===== config.mk =====
export PLATFORM = sky130hd
export DESIGN_NAME = ppu_vram_arbiter
export DESIGN_NICKNAME = d
export VERILOG_FILES = /design/src/rtl/ppu_vram_arbiter.sv
export SDC_FILE = /design/constraint.sdc
export NUM_CORES = 1
export LEC_CHECK = 0
export CELL_PAD_IN_SITES_DETAIL_PLACEMENT = 1
export CELL_PAD_IN_SITES_GLOBAL_PLACEMENT = 1
export CORE_MARGIN = 3
export CORE_UTILIZATION = 30
export CTS_CLUSTER_DIAMETER = 100
export DETAILED_ROUTE_END_ITERATION = 7
export PLACE_DENSITY_LB_ADDON = 0.1
export SYNTH_ARGS = -nofsm -noshare
export SYNTH_HDL_FRONTEND = slang
export SYNTH_SLANG_ARGS = --single-unit

===== constraint.sdc =====
create_clock -name clk -period 2.6 [get_ports clk]
set_input_delay 0.26 -clock clk [delete_from_list [all_inputs] [get_ports clk]]
set_output_delay 0.26 -clock clk [all_outputs]
set_load 0.01 [all_outputs]

===== src/rtl/ppu_vram_arbiter.sv =====
// ppu_vram_arbiter: single owner of the PPU VRAM bus. It arbitrates between
// the CPU PPUDATA port, the palette/colour loader and the tile fetcher.
// Priority depends on render_active. The CPU has a starvation guard
// (MAX_WAIT) and the burst requesters can hold the bus with a lock.
// Optional build macro VRAM_ARB_STATS_EN adds the cpu_stall_cnt output.
module ppu_vram_arbiter #(
   parameter int RD_LAT   = 1,   // read latency, 1..4
   parameter int MAX_WAIT = 16   // CPU losses before a forced grant, 2..255
) (
   input  logic        clk,
   input  logic        rst,
   input  logic        render_active,
   input  logic        cpu_req,
   input  logic        cpu_we,
   input  logic [15:0] cpu_addr,
   input  logic [7:0]  cpu_wdata,
   output logic        cpu_ack,
   input  logic        col_req,
   input  logic        col_lock,
   input  logic [15:0] col_addr,
   output logic        col_ack,
   input  logic        vrl_req,
   input  logic        vrl_lock,
   input  logic [15:0] vrl_addr,
   output logic        vrl_ack,
   output logic [7:0]  rdata,
   output logic [15:0] mem_addr,
   output logic        mem_we,
   output logic [7:0]  mem_wdata,
   input  logic [7:0]  mem_rdata,
   output logic        busy
`ifdef VRAM_ARB_STATS_EN
   ,
   output logic [15:0] cpu_stall_cnt
`endif
);

   localparam logic [1:0] S_IDLE   = 2'd0;
   localparam logic [1:0] S_ACCESS = 2'd1;
   localparam logic [1:0] S_DONE   = 2'd2;

   localparam logic [1:0] OWN_NONE = 2'd0;
   localparam logic [1:0] OWN_CPU  = 2'd1;
   localparam logic [1:0] OWN_COL  = 2'd2;
   localparam logic [1:0] OWN_VRL  = 2'd3;

   localparam logic [7:0] WAIT_MAX = 8'(MAX_WAIT);

   logic [1:0]  state;
   logic [1:0]  owner;     // last granted requester; it decides lock continuation
   logic [7:0]  cpu_wait;
   logic [2:0]  cnt;
   logic [1:0]  win;
   logic [15:0] win_addr;

   assign busy = (state != S_IDLE);

   // Winner selection for the IDLE arbitration. The rules are checked from
   // highest to lowest: starvation guard, lock, then render-dependent fixed order.
   always_comb begin
      win = OWN_NONE;
      if (cpu_req && cpu_wait == WAIT_MAX)
         win = OWN_CPU;
      else if (owner == OWN_COL && col_lock && col_req)
         win = OWN_COL;
      else if (owner == OWN_VRL && vrl_lock && vrl_req)
         win = OWN_VRL;
      else if (render_active) begin
         if (vrl_req)      win = OWN_VRL;
         else if (col_req) win = OWN_COL;
         else if (cpu_req) win = OWN_CPU;
      end else begin
         if (cpu_req)      win = OWN_CPU;
         else if (col_req) win = OWN_COL;
         else if (vrl_req) win = OWN_VRL;
      end
   end

   // Address mux for the winning requester.
   always_comb begin
      win_addr = cpu_addr;
      case (win)
         OWN_COL: win_addr = col_addr;
         OWN_VRL: win_addr = vrl_addr;
         default: win_addr = cpu_addr;
      endcase
   end

   // Access sequencer: grant in IDLE, count down the read latency in ACCESS,
   // and hold the one-cycle ack in DONE.
   always_ff @(posedge clk or posedge rst) begin
      if (rst) begin
         state     <= S_IDLE;
         owner     <= OWN_NONE;
         cpu_wait  <= 8'd0;
         cnt       <= 3'd0;
         mem_addr  <= 16'd0;
         mem_wdata <= 8'd0;
         mem_we    <= 1'b0;
         rdata     <= 8'd0;
         cpu_ack   <= 1'b0;
         col_ack   <= 1'b0;
         vrl_ack   <= 1'b0;
      end else begin
         case (state)
            S_IDLE: begin
               if (win != OWN_NONE) begin
                  owner     <= win;
                  mem_addr  <= win_addr;
                  mem_wdata <= cpu_wdata;
                  mem_we    <= (win == OWN_CPU) && cpu_we;
                  cnt       <= 3'(RD_LAT);
                  state     <= S_ACCESS;
                  if (win == OWN_CPU)
                     cpu_wait <= 8'd0;
                  else if (cpu_req && cpu_wait != WAIT_MAX)
                     cpu_wait <= cpu_wait + 8'd1;
               end
            end
            S_ACCESS: begin
               // The write strobe only lasts for the first ACCESS cycle.
               mem_we <= 1'b0;
               if (cnt == 3'd0) begin
                  rdata   <= mem_rdata;
                  cpu_ack <= (owner == OWN_CPU);
                  col_ack <= (owner == OWN_COL);
                  vrl_ack <= (owner == OWN_VRL);
                  state   <= S_DONE;
               end else begin
                  cnt <= cnt - 3'd1;
               end
            end
            S_DONE: begin
               cpu_ack <= 1'b0;
               col_ack <= 1'b0;
               vrl_ack <= 1'b0;
               state   <= S_IDLE;
            end
            default: state <= S_IDLE;
         endcase
      end
   end

`ifdef VRAM_ARB_STATS_EN
   // Count the cycles in which the CPU is waiting. The counter saturates.
   always_ff @(posedge clk or posedge rst) begin
      if (rst)
         cpu_stall_cnt <= 16'd0;
      else if (cpu_req && !cpu_ack && cpu_stall_cnt != 16'hFFFF)
         cpu_stall_cnt <= cpu_stall_cnt + 16'd1;
   end
`endif

endmodule


==> results of run 1 <==
==> power by group through the flow <==
stage / Clock, mW / Sequential (mW) / Combinational (mW)
after floorplan: 0 / 1.48 / 1.10
after global placement: 0 / 1.41 / 2.21
after detailed placement: 0 / 1.42 / 2.25
after CTS: 0.543 / 1.41 / 2.27
after global routing: 0.577 / 1.45 / 2.46
final: 0.520 / 1.40 / 2.23
==> stage by stage <==
stage	hold slack (ns)	setup WS, ns
detailed placement	0.4621	-0.04661
finish	0.2497	0.2689
floorplan	0.3654	0.4742
global placement	0.4580	0.04891
CTS	0.2563	0.03676
global route	0.2663	0.02521
==> flip-flops by register name, summed over array words and instances (netlist names) <==
signal / count
mem_addr: 16
cpu_wait: 8
mem_wdata: 8
rdata: 8
cnt: 3
owner: 2
state: 2
col_ack: 1
cpu_ack: 1
mem_we: 1
vrl_ack: 1
==> final cells by class <==
| cell class | instances | area (um^2) |
|---|---|---|
| Fill cell | 1022 | 4745 |
| Multi-Input combinational cell | 203 | 1445 |
| Sequential cell | 51 | 1276 |
| Timing Repair Buffer | 120 | 1199 |
| Tap cell | 108 | 135.1 |
| Clock buffer | 7 | 96.34 |
| Inverter | 8 | 30.03 |
| Clock inverter | 1 | 7.507 |
==> path summary, 6_finish.rpt <==
check,endpoint,cells past startpoint
min in group clk,rdata[7],3
setup / recovery,mem_addr[13],7
max in group asynchronous,mem_wdata[1],3
setup reg to reg,mem_addr[13],7
hold reg to reg,rdata[1],2
hold / removal,rdata[7],2
==> layer usage <==
metal	track usage, %	vias to the layer above	wire length [um]
met5	0	-	0
met4	3.984	0	64
met3	4.465	5	523
met2	27.58	66	4303
met1	24.52	1311	4251
li1	-	1262	-
==> logic make-up (layout without fill, tap and decap cells) <==
| kind of cell | after synthesis | in the layout | synth area share (%) |
|---|---|---|---|
| multiplexers | 11 | 11 | 4.290 |
| buffers and inverters | 24 | 136 | 4.202 |
| AND/OR/NAND/NOR | 96 | 96 | 17.78 |
| adder cells (fa/ha/maj) | 4 | 4 | 1.769 |
| flip-flops | 51 | 51 | 45.11 |
| AO/OA/AOI/OAI | 92 | 92 | 26.85 |
==> layout by cell type, fill, tap and decap left out, types with 2 or more instances in the layout <==
| master | n |
|---|---|
| sky130_fd_sc_hd__o22ai_1 | 2 |
| sky130_fd_sc_hd__a221o_1 | 14 |
| sky130_fd_sc_hd__mux2i_1 | 2 |
| sky130_fd_sc_hd__nand2b_1 | 7 |
| sky130_fd_sc_hd__nor2_2 | 2 |
| sky130_fd_sc_hd__or2_2 | 2 |
| sky130_fd_sc_hd__ha_1 | 4 |
| sky130_fd_sc_hd__clkdlybuf4s50_1 | 109 |
| sky130_fd_sc_hd__o21ai_0 | 7 |
| sky130_fd_sc_hd__buf_12 | 2 |
| sky130_fd_sc_hd__o31ai_1 | 7 |
| sky130_fd_sc_hd__a21o_1 | 2 |
| sky130_fd_sc_hd__o21a_1 | 2 |
| sky130_fd_sc_hd__dfrtp_1 | 51 |
| sky130_fd_sc_hd__a31oi_1 | 3 |
| sky130_fd_sc_hd__a211oi_1 | 5 |
| sky130_fd_sc_hd__nand3_1 | 8 |
| sky130_fd_sc_hd__o21bai_1 | 2 |
| sky130_fd_sc_hd__a2bb2oi_1 | 2 |
| sky130_fd_sc_hd__o32a_1 | 14 |
| sky130_fd_sc_hd__and3_1 | 3 |
| sky130_fd_sc_hd__a221oi_1 | 2 |
| sky130_fd_sc_hd__inv_1 | 6 |
| sky130_fd_sc_hd__mux2_2 | 9 |
| sky130_fd_sc_hd__a41o_1 | 2 |
| sky130_fd_sc_hd__nand2_1 | 34 |
| sky130_fd_sc_hd__a21oi_1 | 4 |
| sky130_fd_sc_hd__buf_4 | 9 |
| sky130_fd_sc_hd__and2_1 | 16 |
| sky130_fd_sc_hd__nor2_1 | 8 |
| sky130_fd_sc_hd__nor3_1 | 4 |
| sky130_fd_sc_hd__a21boi_0 | 14 |
| sky130_fd_sc_hd__clkbuf_8 | 7 |
| sky130_fd_sc_hd__nor2b_1 | 2 |
==> worst max-delay path: stages, from the launching register on <==
cell                        delay [ns]
sky130_fd_sc_hd__dfrtp_1          0.44
sky130_fd_sc_hd__inv_1            0.07
sky130_fd_sc_hd__ha_1             0.20
sky130_fd_sc_hd__nand4bb_1        0.20
sky130_fd_sc_hd__nor2_4           0.11
sky130_fd_sc_hd__nor3_2           0.82
sky130_fd_sc_hd__and2_1           0.26
sky130_fd_sc_hd__o32a_1           0.17
==> timing repair <==
| action | CTS | global route |
|---|---|---|
| resized for setup | 0 | 1 |
| buffers inserted | 0 | 0 |
| endpoints found under the setup margin | 0 | 14 |
==> results.txt, run 1 <==
- Netlist cell types: 54
- For this design, the sink count on the clock tree is 51.
- Routed Antenna Nets: 0
* Layout cell share with drive strength beyond 1: 10.51%
- The worst setup path is launched from a register.
* Maximum root-to-sink buffer count: 2
- Combinational cell fraction of total power: 53.8%
- Net Switching: 1.583 mW
* Synth warnings: 0
* Ports: 110
* Placer's final routability congestion estimate: approximately 0.8
* Most instantiated cells after synthesis: 51 x sky130_fd_sc_hd__dfrtp_1, 34 x sky130_fd_sc_hd__nand2_1, 16 x sky130_fd_sc_hd__and2_1
* Peak VDD IR: around 0.00032 V
* Worst slew slack as a fraction of its limit: roughly a third
* Setup TNS: 0 ns
- TritonRoute pass-1 iters: 4
- Data arrives at the worst endpoint at 2.57 ns.
- Register clock-pin slew on the reported worst setup and hold paths: 0.10 ns
- Count of inserted antenna diode cells: 0
* Share of the core filled with cells: 46.89%
- From synthesis to final layout, the design area changed by 48.08%.
- Min cycle time layout: 2.331 ns
- In this run the power density over the cells is between 900 and 1000 nW/um^2.
* Syn Std Cell Area: 2829 um^2
* Most common cell in the netlist: sky130_fd_sc_hd__dfrtp_1
* Total wirelength of the detailed-routed design: 9143 um
- Total congestion overflow after global routing: 0
- Detailed router's first-iteration violation count: 58
* TritonCTS clock tree: built
* Final setup skew: 0.004774 ns
- In the final routed layout, each cell accounts on average for 18.36 um.
- Die outline height: around 100 um
- The tool flagged a number of max-cap violations equal to 0.
* Total routing usage reported by global routing: 17.60%
* Post-synth EDFFs: 0
- The path class of the tightest hold or removal check is in -> async.
- Number of synthesized register bits: 51
- In this run, the clock network consumes 12.5% of the power.
* Post-Place Cells: 490
- Power comes to roughly 4.2 mW.
* Part of the Yosys area used for sequential elements: 45.11%
- Mean cell area of the mapped netlist: between 10 and 15 um^2
* Sw Ratio: about two fifths
- Leakage Power: 1.702 nW
- Clock tree synthesis selected as its root buffer the cell sky130_fd_sc_hd__clkbuf_8.
- Largest net degree at the start of global routing: 24
- Clock tree synthesis inserted a total of 5 buffers.
- In the synthesized netlist the dominant register cell turns out to be sky130_fd_sc_hd__dfrtp_1.
* Design area: 4189 um^2
- Total cell area at the placement stage: just over 4000 um^2
- H-Tree Depth: 2
- Cell internal power was estimated by the tool at 2.572 mW.
- The startpoint identified for the worst register-to-register timing path is cpu_wait[0].
- Cell taking the most area after synthesis: sky130_fd_sc_hd__dfrtp_1
* Count of final max-slew check failures: 0
- Count of input and output buffers: 109
* Syn Inst Count: 278
- For the pin with the worst max-slew slack, the measured transition is 0.9891 ns.
* Via count of the first global-routing pass: 2858
- The final layout contains 466 nets.
- Portion of the clock cycle consumed by the worst path in the final layout: 89.66%
- The die covers 10630 um^2.
- Outcome: finished, final reports clean
* Register share of total power: about 34%
- Tracing the worst setup path back leads to its startpoint at cpu_wait[0].
- Endpoint required time on the critical path: about 2.8 ns
- For the worst-skew pair, the clock arrives at the later sink with an insertion delay of 0.30 ns.
- In the routed design, unresolved DRC markers number 0.
- Starting utilization of the core area: approximately a third
* RSZ-0062 raised after global routing: false
* Achievable Freq: roughly 430 MHz
* Final HPWL DP: 6591 um
* WS Path Type: reg -> reg
* R2r setup slk: 0.27 ns
- STA classifies the critical path endpoint as a register.
- The first global-routing pass estimated 14630 um of wire.
- Counting every net in the synthesized netlist gives 355.
* Filler-free cell count of the finished design: 498
- Site Rows: 34
- Measured along the x axis, the die boundary spans 103.1 um.
- Area fraction of the dominant cell type after synthesis: 45.11%
- Using the TritonRoute via totals, the vias-per-cell ratio works out to 5.309.
- Total of endpoints with negative setup slack in the final report: 0
- The total area inside the core boundary comes to between 8000 and 9000 um^2.
* Share of async-settable or async-resettable flops after synthesis: 100.0%
- Via count: 2644
- Hold Vio Cnt, Final: 0
- Initial antenna violation count: 0
- Synth top area cells: sky130_fd_sc_hd__dfrtp_1 45%, sky130_fd_sc_hd__a221o_1 5.0%, sky130_fd_sc_hd__o32a_1 5.0%
- Number of hold-repair buffers added at the cts stage: 0
- Along the worst path, the maximum fanout reaches 16.
Power figures use the tool's default switching activity.
==> run 2: changes to the inputs <==
SLEW_MARGIN = 20   (was not set)
==> results of run 2 <==
The final DEF is identical to that of run 1; final timing and power are the same.
==> run 3: changes to the inputs <==
CORE_UTILIZATION = 33   (was 30)
==> results.txt, run 3 (synthesis gave the netlist of run 1 again) <==
* Outcome: finished, final reports clean
- The largest fanout on the critical path was 25 (+9).
- CP startpoint kind: register
- The detailed router used layers up to and including met4.
- The switching power is 1.596 mW (+0.83%).
- The H-tree depth was 2 (unchanged).
- Setup repair after global routing left no endpoint under its margin.
- The number of antenna violations at the first check in global routing is 0 (unchanged).
* Final routed wire length divided by cell count: 18.52 um (+0.85%)
- Global-route wire length before repair: 15240 um (+4.1%)
- The storage element area is 1276 um^2 (unchanged).
- The last weighted congestion value of the routability-driven placer is 0.7958 (+0.49%).
- The area of all placed cells without fillers came to 4219 um^2 (+0.72%).
- The timing-limited maximum frequency was 435.7 MHz (+1.6%).
- Final HPWL DP: 6804 um (+3.2%)
* Via count of the first global-routing pass: 2980 (+4.3%)
- The number of endpoints with negative hold slack in the final report is 0 (unchanged).
- Starting utilization of the core area: 34.26% (+2.6 points)
- The I/O pin count was 110 (unchanged).
- The share of final-layout standard cells stronger than drive strength 1 came to 10.20% (-0.31 points).
- The tree is rooted in a sky130_fd_sc_hd__clkbuf_8.
- In the layout the commonest cells are 109 x sky130_fd_sc_hd__clkdlybuf4s50_1, 51 x sky130_fd_sc_hd__dfrtp_1, 34 x sky130_fd_sc_hd__nand2_1.
- The setup violation total in the final timing report came to 0 (unchanged).
- The count of routing violations after the opening detailed-route iteration was 61 (+5.2%).
- Part of the total power dissipated in the clock network: 14.1% (+1.6 points)
- The number of standard-cell rows in the floorplan came to 33 (-2.9%).
- The largest net degree at the start of global routing was 26 (+8.3%).
- The flip-flop count of the largest register after layout came to 16 (unchanged).
- The power share of the sequential group was 33.1% (-0.6 points).
- The post-placement cell count was 489 (-0.20%).
- Met2 Routed Length: 4336 um (+0.77%)
- The met3 layer wire length in the routed design came to 499 um (-4.6%).
- The power per unit of standard cell area was 1013 nW/um^2 (+2.2%).
* Number of nets in the final layout: 468 (+0.43%)
- The summed negative setup slack over all endpoints is 0 ns (unchanged).
* DIE AREA: 9720 um^2 (-8.6%)
* Min cycle time layout: 2.295 ns (-0.03580 ns)
- Final-layout worst hold slack: 0.2705 ns (+0.02079 ns)
* Post-CTS Setup Inserts: 0 (unchanged)
* DRC Markers: 0 (unchanged)
- The via count was 2693 (+1.9%).
- Total wirelength of the detailed-routed design: 9202 um (+0.65%)
* Die width: 98.59 um (-4.4%)
- The remaining global-route overflow is 0 (unchanged).
* Count of inserted antenna diode cells: 0 (unchanged)
* Register bank with the most flops: mem_addr
* CTS Buf Count: 5 (unchanged)
* WS Path Type: reg -> reg
- Peak VDD IR: 0.0003800 V (+18%)
- Endpoint required time on the critical path: 2.80 ns (-0.04 ns)
- Final setup skew: 0.01003 ns (+0.005257 ns)
- The worst setup path is captured at a register.
- Maximum root-to-sink buffer count: 2 (unchanged)
- The count of maximum capacitance violations was 0 (unchanged).
* TritonCTS clock tree: built
* Tightest Hold Check Type: in -> async
- Floorplan Core Area: 8258 um^2 (-7.6%)
* Arrival time at the worst endpoint: 2.50 ns (-0.07 ns)
- The largest individual stage delay along the critical path comes from the cell sky130_fd_sc_hd__or4b_4.
- Internal power summed over all cells: 2.679 mW (+4.2%)
- Total cell area at the placement stage: 4098 um^2 (+0.37%)
- Count of fill cells added during filler insertion: 951 (-6.9%)
- Multi-input gate area in the final layout: 1434 um^2 (-0.78%)
- Insertion delay to the later sink of the worst-skew pair: 0.31 ns (about the same)
* Leakage Power: 1.724 nW (+1.3%)
- Worst path most repeated cell: sky130_fd_sc_hd__buf_12
- The worst-case headroom to the max-slew limit is 62.47% (+29 points).
* Count of final max-slew check failures: 0 (unchanged)
* Number of gates resized after cts: 0 (unchanged)
- Maximum single-stage delay on the critical path: 0.60 ns (-0.22 ns)
- Count of input and output buffers: 109 (unchanged)
* Portion of the clock cycle consumed by the worst path in the final layout: 88.28% (-1.4 points)
- Combinational cell fraction of total power: 52.8% (-1.0 points)
* Die outline height: 98.59 um (-4.4%)
- TritonRoute pass-1 iters: 4 (unchanged)
- Relative to the synthesized area, the layout overhead comes to 49.14%.
- The critical path goes through or4b_4 -> o22ai_2 -> nor2_2 -> buf_12 -> a21oi_2 -> buf_12 -> mux2_2.
- The CTS clock-pin slew for the worst setup and hold paths was 0.10 ns (about the same).
- Clk sinks: 51 (unchanged)
- The library cell used most frequently in the layout, excluding fill and tap cells, is sky130_fd_sc_hd__clkdlybuf4s50_1.
- Filler-free cell count of the finished design: 497 (-0.20%)
* Number of hold-repair buffers added at the cts stage: 0 (unchanged)
- Total routing usage reported by global routing: 19.14% (+1.5 points)
- The remaining antenna violation count after routing was 0 (unchanged).
- Per-cell via count in the routed design: 5.419 (+2.1%)
* Total routed wire length on the met1 layer: 4288 um (+0.87%)
- Sw Ratio: 37.33% (-0.76 points)
- Slew at the pin with the worst max-slew slack: 0.5617 ns (-0.4275 ns)
run 3: worst max-delay path, delay by kind of cell, from the launching register on:
family / cells / cell delay (ns)
AND/OR/NAND/NOR: 2 / 0.68
flip-flops: 1 / 0.46
AO/OA/AOI/OAI: 2 / 0.32
multiplexers: 1 / 0.35
buffers and inverters: 2 / 0.36
run 3: stage by stage:
| stage | utilization, % | power (mW) | setup WS, ns |
|---|---|---|---|
| 6_report | 51.09 | 4.275 | 0.3047 |
| 5_1_grt | 51.09 | 4.592 | 0.2205 |
| 4_1_cts | 51.09 | 4.328 | 0.2992 |
| 3_5_place_dp | 49.62 | 3.708 | 0.1953 |
| 3_3_place_gp | 49.62 | 3.637 | 0.2649 |
| 2_1_floorplan | - | 2.587 | 0.4742 |
run 3: metal layers:
metal	global-route usage (%)	vias up
li1	-	1275
met1	25.75	1329
met2	31.72	82
met3	4.529	7
met4	3.782	0
met5	0	-
run 3: final timing paths:
check | cells past startpoint | slack [ns] | from | endpoint
min in group clk | 3 | 0.47 | mem_rdata[7] | rdata[7]
hold reg to reg | 2 | 0.48 | rdata[7] | rdata[7]
hold / removal | 2 | 0.27 | rst | rdata[6]
setup reg to reg | 7 | 0.30 | cpu_wait[2] | mem_wdata[2]
setup / recovery | 7 | 0.30 | cpu_wait[2] | mem_wdata[2]
max in group asynchronous | 3 | 1.71 | rst | mem_addr[5]
run 3: layout make-up:
type	instances	area share [%]
flip-flops and latches	51	30.25
multi-input cells	203	33.99
clock inverters	2	0.9193
inverters	8	0.7117
well taps	105	3.114
repair buffers	122	29.06
clock buffers	6	1.957
run 3: power groups by stage:
stage	registers [mW]	clock network, mW	logic, mW
3_3_place_gp	1.41	0	2.23
2_1_floorplan	1.48	0	1.10
5_1_grt	1.46	0.655	2.47
3_5_place_dp	1.43	0	2.28
4_1_cts	1.42	0.623	2.29
6_report	1.41	0.602	2.26
